## config.mk

```make
export PLATFORM = sky130hd
export DESIGN_NAME = systolic_ctrl_flat
export DESIGN_NICKNAME = d
export VERILOG_FILES = /design/src/rtl/systolic_ctrl_if.sv /design/src/rtl/systolic_ctrl.sv /design/src/flat_wrapper.sv
export SDC_FILE = /design/constraint.sdc
export NUM_CORES = 1
export LEC_CHECK = 0
export ABC_AREA = 1
export CORE_MARGIN = 4
export CORE_UTILIZATION = 40
export CTS_CLUSTER_DIAMETER = 80
export DETAILED_ROUTE_END_ITERATION = 10
export PLACE_DENSITY_LB_ADDON = 0.1
export REMOVE_ABC_BUFFERS = 1
export SLEW_MARGIN = 20
export SYNTH_ARGS = -nofsm -noshare
export SYNTH_HDL_FRONTEND = slang
export SYNTH_SLANG_ARGS = --single-unit
```

## constraint.sdc

```tcl
create_clock -name clk -period 2.1 [get_ports clk]
set_input_delay 0.21 -clock clk [delete_from_list [all_inputs] [get_ports clk]]
set_output_delay 0.21 -clock clk [all_outputs]
set_load 0.02 [all_outputs]
```

## src/rtl/systolic_ctrl_if.sv

```systemverilog
// Command, weight-load and array-control signals shared by the systolic
// sequencer (slave) and its driver: decoder, buffer and array (master).
interface systolic_ctrl_if #(
  parameter int ARRAY_W = 2,
  parameter int ROWS_W  = 8
);
  logic                cmd_valid;
  logic                cmd_ready;
  logic [15:0]         cmd_cols;
  logic [ROWS_W-1:0]   cmd_rows;
  logic                w_req;
  logic                w_valid;
  logic [ARRAY_W-1:0]  accept_w;
  logic                sys_switch;
  logic                sys_start;
  logic [15:0]         col_size;
  logic                col_size_valid;
  logic [ARRAY_W-1:0]  sys_valid_in;
  logic                busy;
  logic                done;
  logic                err;

  modport master (
    output cmd_valid, cmd_cols, cmd_rows, w_valid, sys_valid_in,
    input  cmd_ready, w_req, accept_w, sys_switch, sys_start,
           col_size, col_size_valid, busy, done, err
  );

  modport slave (
    input  cmd_valid, cmd_cols, cmd_rows, w_valid, sys_valid_in,
    output cmd_ready, w_req, accept_w, sys_switch, sys_start,
           col_size, col_size_valid, busy, done, err
  );
endinterface

```

## src/rtl/systolic_ctrl.sv

```systemverilog
// Matmul sequencer for the weight-stationary systolic array: column config,
// weight-row load, shadow/active switch, input streaming and output drain.
module systolic_ctrl #(
  parameter int ARRAY_W       = 2,
  parameter int ROWS_W        = 8,
  parameter int DRAIN_TIMEOUT = 64
) (
  input  logic            clk,
  input  logic            rst,
  systolic_ctrl_if.slave  bus
);

  localparam int WCW = $clog2(ARRAY_W) + 1;
  localparam int RCW = ROWS_W + 1;
  localparam int TCW = $clog2(DRAIN_TIMEOUT) + 1;
  localparam logic [WCW-1:0] WC_ONE = 1;
  localparam logic [RCW-1:0] RC_ONE = 1;
  localparam logic [TCW-1:0] TC_ONE = 1;

  typedef enum logic [2:0] {
    IDLE, CFG, LOAD_W, SWITCH, STREAM, DRAIN, DONE
  } state_t;

  state_t            state;
  logic [15:0]       cols_q;
  logic [ROWS_W-1:0] rows_q;
  logic [WCW-1:0]    wcnt;
  logic [RCW-1:0]    rcnt;
  logic [RCW-1:0]    ocnt;
  logic [TCW-1:0]    tcnt;

  logic [15:0]       cols_eff;
  logic [RCW-1:0]    rows_ext;
  logic              out_hit;
  logic [RCW-1:0]    ocnt_nxt;

  assign rows_ext      = {1'b0, rows_q};
  assign bus.cmd_ready = (state == IDLE);

  always_comb begin
    cols_eff = bus.cmd_cols;
    if (bus.cmd_cols == 16'd0 || bus.cmd_cols > 16'(ARRAY_W))
      cols_eff = 16'(ARRAY_W);
  end

  // Only the last active column's bottom-row valid marks a finished output row;
  // ocnt saturates at rows so stray extra valids cannot overshoot the target.
  always_comb begin
    out_hit = 1'b0;
    for (int i = 0; i < ARRAY_W; i++)
      if (cols_q == 16'(i + 1))
        out_hit = bus.sys_valid_in[i];
    ocnt_nxt = (out_hit && ocnt != rows_ext) ? ocnt + RC_ONE : ocnt;
  end

  always_comb begin
    bus.accept_w = '0;
    for (int i = 0; i < ARRAY_W; i++)
      bus.accept_w[i] = (state == LOAD_W) && bus.w_valid && (16'(i) < cols_q);
  end

  // Registered outputs are set on the transition into the state they belong to.
  always_ff @(posedge clk or negedge rst) begin
    if (!rst) begin
      state              <= IDLE;
      cols_q             <= '0;
      rows_q             <= '0;
      wcnt               <= '0;
      rcnt               <= '0;
      ocnt               <= '0;
      tcnt               <= '0;
      bus.w_req          <= 1'b0;
      bus.sys_switch     <= 1'b0;
      bus.sys_start      <= 1'b0;
      bus.col_size       <= '0;
      bus.col_size_valid <= 1'b0;
      bus.busy           <= 1'b0;
      bus.done           <= 1'b0;
      bus.err            <= 1'b0;
    end else begin
      bus.col_size_valid <= 1'b0;
      bus.sys_switch     <= 1'b0;
      bus.done           <= 1'b0;
      bus.err            <= 1'b0;
      case (state)
        IDLE: begin
          if (bus.cmd_valid) begin
            state              <= CFG;
            cols_q             <= cols_eff;
            rows_q             <= bus.cmd_rows;
            wcnt               <= '0;
            rcnt               <= '0;
            ocnt               <= '0;
            tcnt               <= '0;
            bus.col_size       <= cols_eff;
            bus.col_size_valid <= 1'b1;
            bus.busy           <= 1'b1;
          end
        end
        CFG: begin
          if (rows_q == '0) begin
            state    <= DONE;
            bus.done <= 1'b1;
          end else begin
            state     <= LOAD_W;
            bus.w_req <= 1'b1;
          end
        end
        LOAD_W: begin
          if (bus.w_valid) begin
            wcnt <= wcnt + WC_ONE;
            if (wcnt == WCW'(ARRAY_W - 1)) begin
              state          <= SWITCH;
              bus.w_req      <= 1'b0;
              bus.sys_switch <= 1'b1;
            end
          end
        end
        SWITCH: begin
          state         <= STREAM;
          bus.sys_start <= 1'b1;
        end
        STREAM: begin
          ocnt <= ocnt_nxt;
          rcnt <= rcnt + RC_ONE;
          if (rcnt == rows_ext - RC_ONE) begin
            state         <= DRAIN;
            bus.sys_start <= 1'b0;
          end
        end
        DRAIN: begin
          ocnt <= ocnt_nxt;
          if (ocnt_nxt == rows_ext) begin
            state    <= DONE;
            bus.done <= 1'b1;
          end else if (tcnt == TCW'(DRAIN_TIMEOUT - 1)) begin
            state    <= DONE;
            bus.done <= 1'b1;
            bus.err  <= 1'b1;
          end else begin
            tcnt <= tcnt + TC_ONE;
          end
        end
        DONE: begin
          state    <= IDLE;
          bus.busy <= 1'b0;
        end
        default: state <= IDLE;
      endcase
    end
  end

endmodule
```

## src/flat_wrapper.sv

```systemverilog
// flat-port wrapper written by rule: the top's interface ports become plain ports
module systolic_ctrl_flat 
#(
  parameter int ARRAY_W       = 2,
  parameter int ROWS_W        = 8,
  parameter int DRAIN_TIMEOUT = 64
)
  (clk, rst, bus_cmd_valid, bus_cmd_cols, bus_cmd_rows, bus_w_valid, bus_sys_valid_in, bus_cmd_ready, bus_w_req, bus_accept_w, bus_sys_switch, bus_sys_start, bus_col_size, bus_col_size_valid, bus_busy, bus_done, bus_err);
  systolic_ctrl_if #(.ARRAY_W(ARRAY_W), .ROWS_W(ROWS_W)) bus_i ();
  input  logic clk;
  input  logic rst;
  input wire logic [$bits(bus_i.cmd_valid)-1:0] bus_cmd_valid;
  input wire logic [$bits(bus_i.cmd_cols)-1:0] bus_cmd_cols;
  input wire logic [$bits(bus_i.cmd_rows)-1:0] bus_cmd_rows;
  input wire logic [$bits(bus_i.w_valid)-1:0] bus_w_valid;
  input wire logic [$bits(bus_i.sys_valid_in)-1:0] bus_sys_valid_in;
  output wire logic [$bits(bus_i.cmd_ready)-1:0] bus_cmd_ready;
  output wire logic [$bits(bus_i.w_req)-1:0] bus_w_req;
  output wire logic [$bits(bus_i.accept_w)-1:0] bus_accept_w;
  output wire logic [$bits(bus_i.sys_switch)-1:0] bus_sys_switch;
  output wire logic [$bits(bus_i.sys_start)-1:0] bus_sys_start;
  output wire logic [$bits(bus_i.col_size)-1:0] bus_col_size;
  output wire logic [$bits(bus_i.col_size_valid)-1:0] bus_col_size_valid;
  output wire logic [$bits(bus_i.busy)-1:0] bus_busy;
  output wire logic [$bits(bus_i.done)-1:0] bus_done;
  output wire logic [$bits(bus_i.err)-1:0] bus_err;
  assign bus_i.cmd_valid = bus_cmd_valid;
  assign bus_i.cmd_cols = bus_cmd_cols;
  assign bus_i.cmd_rows = bus_cmd_rows;
  assign bus_i.w_valid = bus_w_valid;
  assign bus_i.sys_valid_in = bus_sys_valid_in;
  assign bus_cmd_ready = bus_i.cmd_ready;
  assign bus_w_req = bus_i.w_req;
  assign bus_accept_w = bus_i.accept_w;
  assign bus_sys_switch = bus_i.sys_switch;
  assign bus_sys_start = bus_i.sys_start;
  assign bus_col_size = bus_i.col_size;
  assign bus_col_size_valid = bus_i.col_size_valid;
  assign bus_busy = bus_i.busy;
  assign bus_done = bus_i.done;
  assign bus_err = bus_i.err;
  systolic_ctrl #(.ARRAY_W(ARRAY_W), .ROWS_W(ROWS_W), .DRAIN_TIMEOUT(DRAIN_TIMEOUT)) u_core (.clk(clk), .rst(rst), .bus(bus_i));
endmodule
```

# Word level (Yosys, flattened, before mapping)
# Index checks and enable logic that the tools add are counted.
# word_totals
ff_bits	61
in_bits	30
out_inout_bits	26
word_cells	109
# classes
add_sub_neg	5
order_cmp	3
n_eq_ne	21
muxes	41
reduce_logical	25
# op_table
operator	n
one-hot mux 9 bit (2 select lines)	2
less-than comparator 1 x 16 -> 1 bit, first input constant	2
two-way mux 3 bit	7
two-way mux 7 bit	3
adder 9 x 1 -> 9 bit, second input constant	2
two-way mux 9 bit	2
one-hot mux 3 bit (6 select lines)	1
two-way mux 1 bit	17
== test 16 x 1 -> 1 bit, second input constant	1
== test 16 x 2 -> 1 bit, second input constant	1
> comparator 16 x 2 -> 1 bit, second input constant	1
logical NOT 16 bit	1
two-way mux 16 bit	1
one-hot mux 7 bit (2 select lines)	1
nonzero test 2 bit	7
inequality test 2 bit, second input constant	6
AND reduction 2 bit	5
== test 3 bit, second input constant	3
== test 9 x 8 -> 1 bit	1
== test 9 bit	1
inequality test 9 x 8 -> 1 bit	1
subtractor 8 x 1 -> 9 bit, second input constant	1
logical NOT 8 bit	1
one-hot mux 1 bit (2 select lines)	4
other kinds (17)	23

# Longest topological paths before layout
# Gate-level depths: netlist of the first run.
# logic_depth
depth_word	8
mapped_depth	18

# Worst setup path after synthesis of the first run
# Ideal clock, no wire load.
# synth_path
kind	register to register
start	register u_core.bus.col_size[15] (netlist name)
end	register u_core.tcnt[2]
arrival_time_ns	1.888
setup_slack_ns	0.096
path_stages_with_launch	15
n_path_buf	0
cell_sequence	dfrtp_1 nor2_1 nand2_1 nor2_2 nand2_1 a21oi_4 nand2_1 o21bai_1 nand3_2 nor2_4 nand3_4 nand2_2 nand2_1 nand2_1 nand2_1
# synth_lines
item	line_no	text
end signal, assigned	systolic_ctrl.sv:141	tcnt <= tcnt + TC_ONE;
end, declared	systolic_ctrl.sv:30	logic [TCW-1:0] tcnt;

# Final worst setup path of the first run
# layout_path
start	register u_core.rows_q[4]
end	register u_core.tcnt[3]
# layout_between
elab_chain_len	6
# layout_lines
item	line_no	text
start, declared	systolic_ctrl.sv:26	logic [ROWS_W-1:0] rows_q;
start signal, assigned	systolic_ctrl.sv:90	rows_q <= bus.cmd_rows;
inequality test 9 x 8 -> 1 bit	systolic_ctrl.sv:53	ocnt_nxt = (out_hit && ocnt != rows_ext) ? ocnt + RC_ONE : ocnt;
logical AND 1 bit	systolic_ctrl.sv:53	
two-way mux 9 bit	systolic_ctrl.sv:53	
== test 9 x 8 -> 1 bit *	systolic_ctrl.sv:133	if (ocnt_nxt == rows_ext) begin
inequality test 2 bit (no line) *	--	
AND reduction 4 bit (no line) *	--	
# Every way passes the cells marked *; elsewhere a longest branch is shown, timed or not.
# A chain may end at the register's enable or synchronous reset.

==> results of run 1 <==
## metal layers
| layer | up-vias | global-route usage |
|---|---|---|
| met2 | 69 | 0.3123 |
| met1 | 1700 | 0.2627 |
| li1 | 1796 | - |
| met4 | 0 | 0.07769 |
| met5 | - | 0 |
| met3 | 20 | 0.03654 |
## cells by family after synthesis
| logic type | Yosys count | share of synthesized area |
|---|---|---|
| and+or+nand+nor | 259 | 0.3309 |
| DFF | 61 | 0.4232 |
| xor gates and xnor gates | 18 | 0.04787 |
| AOI/OAI and AO/OA | 53 | 0.08499 |
| buffers and inverters | 77 | 0.08671 |
| adders and majority gates | 6 | 0.02081 |
| muxes | 2 | 0.005550 |
## synthesized netlist by cell type (all sizes together)
library cell,number
dfrtp,61
clkbuf,4
o31ai,2
nand4,6
xnor2,5
o21a,1
a31oi,2
nand3,48
nor4,5
xor2,13
o32ai,1
buf,5
a21oi,15
and3,2
ha,6
inv,68
mux2i,2
a32oi,1
nor3b,1
nand3b,2
nor3,8
o211ai,1
nand2,130
o21bai,1
or2,1
o22ai,6
nor2,56
o21ai,23
## cell type report
cell class / instances / area (sq um) / area share
Multi-Input combinational cell: 339 / 1942 / 0.3705
Sequential cell: 61 / 1531 / 0.2922
Timing Repair Buffer: 131 / 1154 / 0.2201
Inverter: 68 / 255.2 / 0.04870
Clock buffer: 10 / 137.6 / 0.02626
Tap cell: 108 / 135.1 / 0.02578
Clock inverter: 6 / 86.33 / 0.01647
## worst paths after layout
check / slack, ps / to / depth (start not counted)
max reg2reg: -20 / u_core.tcnt[3] / 14
min in group clk: 410 / u_core.rows_q[2] / 3
min reg2reg: 490 / u_core.rcnt[8] / 1
min: 410 / u_core.rcnt[2] / 2
max in group asynchronous: 1070 / u_core.bus.col_size[1] / 3
max: -20 / u_core.tcnt[3] / 14
## registers in the layout, summed over array words and instances (netlist names), 2 cells and up
name,cells
u_core.bus.col_size,16
u_core.ocnt,9
u_core.rcnt,9
u_core.rows_q,8
u_core.tcnt,7
u_core.state,3
u_core.wcnt,2
## worst max-delay path, delay by kind of cell, from the launching register on
kind | cells | cell delay [ps]
buffers and inverters | 1 | 150
AND/OR/NAND/NOR | 12 | 1220
XOR/XNOR | 1 | 200
flip-flops | 1 | 420
## power groups by stage
stage	combinational (uW)	sequential [uW]	clock, uW
global route	3150	1650	1290
floorplan	1430	1660	0
finish	2830	1630	1210
detailed placement	2480	1640	0
global placement	2450	1640	0
CTS	2530	1620	1230
## repair_timing
item | in CTS | in global routing
setup endpoints to repair | 9 | 11
resized for setup | 11 | 41
pin swaps | 2 | 27
setup buffers | 4 | 13
hold endpoints to repair | 23 | 0
gates cloned | 1 | 0
hold buffers | 1 | 0
## through the flow
stage	instances	total power (uW)	TNS, ps
2_1_floorplan	467	3086	-2469
3_3_place_gp	688	4082	-439.5
3_5_place_dp	688	4115	-612.3
4_1_cts	710	5388	0
5_1_grt	723	6094	-1595
6_report	723	5670	-71.14
==> metrics.md, run 1 <==
| Metric | Value |
|---|---|
| Clk network pwr share | 0.214 |
| Vias/cell | 4.959 |
| Max VDD drop | 0.4793 mV |
| Final min period | 2118 ps |
| CP required | 2330 ps |
| Largest net degree at the start of global routing | 39 |
| Syn. warnings | 0 |
| Metal3 WL | 355 um |
| DRT met1 WL | 4.672 mm |
| Clk sinks | 61 |
| First-pass iteration count of the detailed router | 4 |
| Slew headroom | 0.6021 |
| Worst-case clock skew | 13.41 ps |
| Synth area leader | dfrtp_1 |
| Skew-Pair Late Insertion Delay | 340 ps |
| Seq cells post-synth | 61 |
| Status | finished with violations |
| Max_cap viols | 0 |
| Synth top area cells | dfrtp_1, nand2_1, inv_1 |
| Violated checks | setup timing |
| Final WS setup | -18.25 ps |
| Final HPWL DP | 7.222 mm |
| Switching power | 2318 uW |
| CP cell instances | xor2_2, nor2_2, nand3_4, nand2_8, nand2_2, nand2_1, nand2_1, nand2_2, nor2_4, nand3_4, nand2_4, buf_12, nand3_1, nand2_1 |
| Worst Setup Start Kind | register |
| First-pass GRT wire length | 16.28 mm |
| Routed wl met2 | 4.716 mm |
| Die Y | 103.0 um |
| Initial antenna violation count | 0 |
| Critical path arrival | 2350 ps |
| Clock Path Buffers | 2 |
| Final core occ | 0.5981 |
| Sequential element share of the synthesized area | 0.4232 |
| Synth top area share | 0.4232 |
| Fillers | 787 |
| Clk pin slew, worst setup/hold paths | 70 ps |
| P_int | 3351 uW |
| Cell mode on critical path | nand2_1 |
| Die Wd | 103.0 um |
| Final Max Slew Viols | 0 |
| Measured slew at the worst slew-check pin | 596.8 ps |
| Lkg Pwr | 0.002627 uW |
| Share of cells above drive strength 1 | 0.2553 |
| Worst Hold Class | in -> async |
| Syn_area_per_cell | 7.578 sq um |
| Routed WL | 9.962 mm |
| Std cell rows | 34 |
| Mapped cell area | 3607 sq um |
| Gate power share | 0.500 |
| Post-Layout Inst Area | 5241 sq um |
| WHS | 406.8 ps |
| Vias in the first global route | 3488 |
| Via Count | 3585 |
| Cts bufs inserted | 9 |
| Slowest cell on crit path | dfrtp_1 |
| Most common cell after layout, fill and taps aside | nand2_1 |
| Post-DRT Antenna Nets | 0 |
| I/O pin total | 56 |
| CTS tree | built |
| Total GRT Usage | 0.1958 |
| Placed Area | 4678 sq um |
| Crit-path max cell delay | 420 ps |
| ANT cells | 0 |
| Seq pwr share | 0.287 |
| Setup violators final | 7 |
| Most frequent cells in the layout | nand2_1, buf_4, inv_1 |
| Remaining global-route overflow | 0 |
| DRC errors left | 0 |
| Max frequency | 472.1 MHz |
| Core area | 8763 sq um |
| # port buffers | 55 |
| Initial Utilization | 0.4116 |
| Routed len/inst | 13.78 um |
| CTS root buf | clkbuf_8 |
| Sw frac | 0.4089 |
| P&R area growth vs syn | 45.30% |
| H-tree depth | 3 |
| Source of the critical timing path | u_core.rows_q[4] |
| Kind of critical path | reg -> reg |
| Place WS | -114.5 ps |
| Max Used Layer | met4 |
| Nets | 646 |
| PD cells | 1082 nW/um^2 |
| CP max FO | 6 |
| Final period util | 1.009 |
| Die Area | 10600 sq um |
| Starting DRT DRC Count | 112 |
| Hold violation total from the final report | 0 |
| Crit end category | register |
| GP Congestion | 0.8834 |
| Netlist cell types | 39 |
| Post-synthesis cell count | 476 |
| RSZ-0062 raised after global routing | yes |
| R2R Path Start | u_core.rows_q[4] |
No activity file was read; power rests on OpenSTA's default activity.
==> run 2, diff against run 1 <==
--- a/config.mk
+++ b/config.mk
@@ -5,7 +5,6 @@
 export SDC_FILE = /design/constraint.sdc
 export NUM_CORES = 1
 export LEC_CHECK = 0
-export ABC_AREA = 1
 export CORE_MARGIN = 4
 export CORE_UTILIZATION = 40
 export CTS_CLUSTER_DIAMETER = 80
==> run 2 against run 1 <==
  * The run still ends with setup timing left
  * Sequential share of layout area rose by 3.3 points
  * Global-route usage fell by 1.4 points
  * Cell count fell by 19%
  * Flip-flop and latch count did not move
  * Design area fell by 10%
  * Critical path type unchanged
==> metrics.md, run 2 <==
| Metric | Value |
|---|---|
| # port buffers | 55 |
| Final period util | 1.163 |
| Most frequent cell after synthesis | dfrtp_1 |
| Max_cap viols | 0 |
| Final WS setup | -342.8 ps |
| First-pass iteration count of the detailed router | 4 |
| Via Count | 3015 |
| Place WS | -414.0 ps |
| Final Max Slew Viols | 0 |
| Max frequency | 409.4 MHz |
| Syn_area_per_cell | 8.977 sq um |
| Worst Setup Start Kind | register |
| Largest register by flop count | u_core.bus.col_size |
| CP max FO | 6 |
| Sequential element share of the synthesized area | 0.4723 |
| Initial Utilization | 0.4139 |
| Largest family of logic cells by synthesized area | simple AND/OR/NAND/NOR gates |
| Largest net degree at the start of global routing | 62 |
| Mapped cell area | 3232 sq um |
| Placed Area | 4339 sq um |
| Kind of critical path | reg -> reg |
| Slowest cell on crit path | nor4_4 |
| Core area | 7807 sq um |
| Power Total | 4998 uW |
| First-pass GRT wire length | 14.24 mm |
| Setup TNS | -3367 ps |
| Most frequent cells in the layout | buf_4, dfrtp_1, nand2_1 |
| CTS tree | built |
| Complex-gate fraction of the synthesized area | 0.1196 |
| Nets | 516 |
| Std cell rows | 32 |
| Synth area leader | dfrtp_1 |
| Synth top area cells | dfrtp_1, nand2_1, o21ai_0 |
| GP Congestion | 0.7980 |
| Cts bufs inserted | 9 |
| Critical path arrival | 2670 ps |
| Clk sinks | 61 |
| Biggest regs | u_core.bus.col_size: 16 flops, u_core.ocnt: 9 flops, u_core.rcnt: 9 flops |
| Final HPWL DP | 6.147 mm |
| Worst Hold Class | in -> async |
| Mux cell area share after synthesis | 0.01239 |
| Remaining global-route overflow | 0 |
| Async S/R FF share, synth | 1.000 |
| Adder-cell share of the synthesized area | 0.02323 |
| Worst-case clock skew | 9.197 ps |
| Post-Layout Inst Area | 4705 sq um |
| P&R area growth vs syn | 45.57% |
| CP cell instances | xor2_1, or3_1, or3_4, nand3_4, a2111oi_4, nor4_4, buf_4, nor2_4, mux2i_1 |
| Vias/cell | 5.136 |
| Die Wd | 97.89 um |
| Most common cell after layout, fill and taps aside | buf_4 |
| Die Y | 97.89 um |
| DRC errors left | 0 |
| I/O pin total | 56 |
| Total GRT Usage | 0.1820 |
| Number of synthesized flops with an enable pin | 0 |
| CP required | 2330 ps |
| Post-synthesis cell count | 360 |
| Clk pin slew, worst setup/hold paths | 80 ps |
| Max FFs per register | 16 |
| Vias in the first global route | 3022 |
| Die Area | 9581 sq um |
| PD cells | 1062 nW/um^2 |
| Status | finished with violations |
| Synth cell count leaders | dfrtp_1, nand2_1, o21ai_0 |
| Worst reg2reg path depth | 9 |
| Lkg Pwr | 0.002093 uW |
| Synth top area share | 0.4723 |
| Seq cells post-synth | 61 |
| ANT cells | 0 |
| H-tree depth | 3 |
| Final min period | 2443 ps |
| CTS root buf | clkbuf_8 |
| Starting DRT DRC Count | 129 |
| Xor/xnor share of the synthesized area | 0.06504 |
| Hold violation total from the final report | 0 |
| Routed WL | 8.506 mm |
| Clock Path Buffers | 2 |
| Initial antenna violation count | 0 |
| Violated checks | setup timing |
| Crit-path max cell delay | 480 ps |
| Max VDD drop | 0.4536 mV |
| Netlist cell types | 47 |
| WHS | 387.3 ps |
| Fillers | 711 |
| Routed len/inst | 14.49 um |
| RSZ-0062 raised after global routing | yes |
| Synth Flop Type | dfrtp_1 |
| Crit end category | register |
| Measured slew at the worst slew-check pin | 507.5 ps |
| Syn. warnings | 0 |
| Skew-Pair Late Insertion Delay | 350 ps |
| Simple-gate share of the synthesized area | 0.2811 |
| Slew headroom | 0.6569 |
| Setup violators final | 11 |
| Post-DRT Antenna Nets | 0 |
| Share of cells above drive strength 1 | 0.2247 |
## run 2: cell count changes in the layout (fill, tap and decap cells not counted), moves of 10 or more
cell | before | now
nand2_1 | 110 | 57
and2_1 | 0 | 16
nor2_1 | 46 | 32
nand3_1 | 32 | 22
inv_1 | 58 | 7
nand2_2 | 13 | 1
nand3_2 | 11 | 1
inv_2 | 10 | 0
o21ai_0 | 22 | 34
## run 2: worst max-delay path: cells and delay by family (launching register included)
family / cells / cell delay, ps
AND/OR/NAND/NOR: 5 / 1380
AO/OA/AOI/OAI: 1 / 40
flip-flops: 1 / 390
XOR/XNOR: 1 / 170
multiplexers: 1 / 110
buffers and inverters: 1 / 230
## run 2: power breakdown
part | internal, uW | switching (uW) | total [uW]
Clock | 666 | 485 | 1150
Sequential | 1370 | 182 | 1550
Combinational | 1060 | 1240 | 2300
## run 2: final cells by class
type | instances | area (sq um) | share of cell area
clock buffer | 10 | 127.6 | 0.02713
clock inverter | 6 | 87.58 | 0.01862
inverter | 9 | 36.28 | 0.007713
multi-input combinational | 277 | 1727 | 0.3670
sequential | 61 | 1529 | 0.3250
tap | 102 | 127.6 | 0.02713
timing repair buffer | 122 | 1070 | 0.2274
## run 2: logic make-up (layout without fill, tap and decap cells)
| family | after synthesis | after routing |
|---|---|---|
| and+or+nand+nor | 180 | 180 |
| DFF | 61 | 61 |
| xor gates and xnor gates | 24 | 24 |
| AOI/OAI and AO/OA | 63 | 63 |
| muxes | 4 | 4 |
| buffers and inverters | 22 | 147 |
| adders and majority gates | 6 | 6 |
## run 2: final timing paths
check	startpoint	endpoint	slack (ps)
max	u_core.rows_q[6]	u_core.tcnt[2]	-340
min	rst	u_core.ocnt[0]	390
max reg2reg	u_core.rows_q[6]	u_core.tcnt[2]	-340
min reg2reg	u_core.wcnt[1]	u_core.wcnt[1]	490
max in group asynchronous	rst	u_core.bus.col_size[1]	1400
min in group clk	bus_cmd_rows[4]	u_core.rows_q[4]	390
## run 2: per-layer routing
| layer | vias to the layer above | part of all wire | track usage |
|---|---|---|---|
| met5 | - | 0 | 0 |
| li1 | 1494 | - | - |
| met4 | 0 | 0.010 | 0.05218 |
| met1 | 1448 | 0.45 | 0.2348 |
| met3 | 7 | 0.058 | 0.05643 |
| met2 | 66 | 0.48 | 0.2953 |
## run 2: through the flow
stage          cells  utilization
6_report         587       0.6026
5_1_grt          587       0.6026
4_1_cts          585       0.5904
3_5_place_dp     567       0.5558
3_3_place_gp     567       0.5558
2_1_floorplan    347            -
## run 2: repair_timing
action                                  CTS  global route
hold endpoints to repair                 61             0
hold buffers                              1             0
resized for setup                        16            21
buffers inserted                          1             3
pin swaps                                 5             8
endpoints found under the setup margin   15            20
==> run 3, diff against run 2 <==
==> constraint.sdc (replaced) <==
create_clock -name clk -period 3.2 [get_ports clk]
set_input_delay 0.32 -clock clk [delete_from_list [all_inputs] [get_ports clk]]
set_output_delay 0.32 -clock clk [all_outputs]
set_load 0.02 [all_outputs]
==> run 3 against run 2 <==
  * The flow finishes with violations (hold timing)
  * Count of clock-buffer cells in the layout up 2
  * Flip-flop and latch count unchanged
  * Via count down 7.9%
  * Clock power down 30%
  * Worst hold slack worse by 410 ps
  * Non-clock buffer count down 63
  * Total power down 41%
  * Design area down 12%
==> metrics.md, run 3 (synthesis results as in run 2) <==
| Metric | Value |
|---|---|
| Status | finished with violations |
| Violated checks | hold timing |
| CP required | 3410 ps |
| Slew headroom | 0.5939 |
| Most common cell after layout, fill and taps aside | dfrtp_1 |
| Max VDD drop | 0.2780 mV |
| Largest register by flop count | u_core.bus.col_size |
| Worst Hold Class | in -> async |
| Die Wd | 97.89 um |
| Routed len/inst | 15.43 um |
| CP max FO | 8 |
| Via Count | 2776 |
| Biggest regs | u_core.bus.col_size: 16 flops, u_core.ocnt: 9 flops, u_core.rcnt: 9 flops |
| Final min period | 2694 ps |
| CTS tree | built |
| Remaining global-route overflow | 0 |
| Clk pin slew, worst setup/hold paths | 70 ps |
| H-tree depth | 3 |
| Post-Layout Inst Area | 4119 sq um |
| Final period util | 0.8418 |
| Skew-Pair Late Insertion Delay | 340 ps |
| Measured slew at the worst slew-check pin | 600.8 ps |
| Die Area | 9581 sq um |
| Setup violators final | 0 |
| Max frequency | 371.2 MHz |
| Final Max Slew Viols | 0 |
| Crit-path max cell delay | 510 ps |
| Routed WL | 8.072 mm |
| Worst Setup Start Kind | register |
| Max_cap viols | 0 |
| Kind of critical path | reg -> reg |
| Final HPWL DP | 5.728 mm |
| Clock Path Buffers | 2 |
| CP cell instances | xor2_1, or3_1, or2_2, a211oi_1, a41oi_1, nor4_4, nor2_2, o21bai_1 |
| Initial antenna violation count | 0 |
| Std cell rows | 32 |
| Largest net degree at the start of global routing | 46 |
| Setup TNS | 0 ps |
| Post-CTS setup buffer count | 0 |
| Nets | 453 |
| Crit end category | register |
| I/O pin total | 56 |
| First-pass iteration count of the detailed router | 4 |
| Cts bufs inserted | 9 |
| Total GRT Usage | 0.1755 |
| Dpl cells | 508 |
| Worst-case clock skew | 8.801 ps |
| P&R area growth vs syn | 27.45% |
| RSZ-0062 raised after global routing | no |
| Final non-filler cell total | 523 |
| Max FFs per register | 16 |
| CTS resizes | 0 |
| Hold violation total from the final report | 33 |
| Initial Utilization | 0.4139 |
| Vias in the first global route | 2779 |
| Clk sinks | 61 |
| Placed Area | 3884 sq um |
| # port buffers | 55 |
| Starting DRT DRC Count | 105 |
| CTS root buf | clkbuf_8 |
| First-pass GRT wire length | 13.59 mm |
| DRC errors left | 0 |
| Share of cells above drive strength 1 | 0.06651 |
| Hold_buf cts | 0 |
| Core area | 7807 sq um |
| Vias/cell | 5.308 |
| Die Y | 97.89 um |
| Post-DRT Antenna Nets | 0 |
| Slowest cell on crit path | nor4_4 |
| Most frequent cells in the layout | dfrtp_1, nand2_1, clkdlybuf4s50_1 |
| WHS | -26.77 ps |
| GP Congestion | 0.8194 |
| PD cells | 713.8 nW/um^2 |
| Lkg Pwr | 0.001756 uW |
| ANT cells | 0 |
| Critical path arrival | 2910 ps |
-- run 3: cell types whose count changed in the layout (fill, tap and decap cells not counted), sizes merged --
cell           delta
dlygate4sd3       -1
clkinvlp          -2
clkdlybuf4s50     +3
buf              -63
clkbuf            +1
clkinv            -1
dlymetal6s2s      -1
-- run 3: critical path, delay by kind of cell, from the launching register on --
family | cells | cell delay (ps)
xor gates and xnor gates | 1 | 190
AOI/OAI and AO/OA | 3 | 560
DFF | 1 | 460
and+or+nand+nor | 4 | 1340
-- run 3: final timing paths --
path / start / endpoint / slack [ps] / cells after the start
max reg2reg: u_core.ocnt[6] / u_core.state[0] / 510 / 8
max in group asynchronous: rst / u_core.bus.col_size[6] / 2600 / 2
min: rst / u_core.rows_q[4] / -30 / 1
max: u_core.ocnt[6] / u_core.state[0] / 510 / 8
min in group clk: bus_cmd_rows[4] / u_core.rows_q[4] / 500 / 3
min reg2reg: u_core.wcnt[1] / u_core.wcnt[1] / 510 / 2
-- run 3: metal layers --
metal,share of wire,global-route usage
met1,0.46,0.2238
met2,0.47,0.2832
met3,0.052,0.05571
met4,0.016,0.05751
met5,0,0
-- run 3: where the power goes --
group | switching, uW | leakage, uW | internal [uW] | total (uW)
sequential | 208 | 0.000811 | 894 | 1100
clock | 309 | 0.000115 | 498 | 807
combinational | 610 | 0.000830 | 421 | 1030
-- run 3: area by class of cell --
class | instances | area [sq um]
clock buffer | 12 | 165.2
clock inverter | 3 | 67.56
fill | 750 | 3689
inverter | 9 | 33.78
multi-input combinational | 277 | 1620
sequential | 61 | 1526
tap | 102 | 127.6
timing repair buffer | 59 | 578.1
-- run 3: through the flow --
| stage | total power [uW] | hold WS (ps) | setup slack, ps | utilization |
|---|---|---|---|---|
| 2_1_floorplan | 1770 | 24.41 | 818.5 | - |
| 3_5_place_dp | 2154 | 502.2 | 474.6 | 0.4974 |
| 4_1_cts | 2973 | 190.3 | 472.1 | 0.5272 |
| 3_3_place_gp | 2131 | 465.9 | 615.9 | 0.4974 |
| 6_report | 2940 | -26.77 | 506.3 | 0.5276 |
| 5_1_grt | 3158 | 18.13 | 298.9 | 0.5276 |
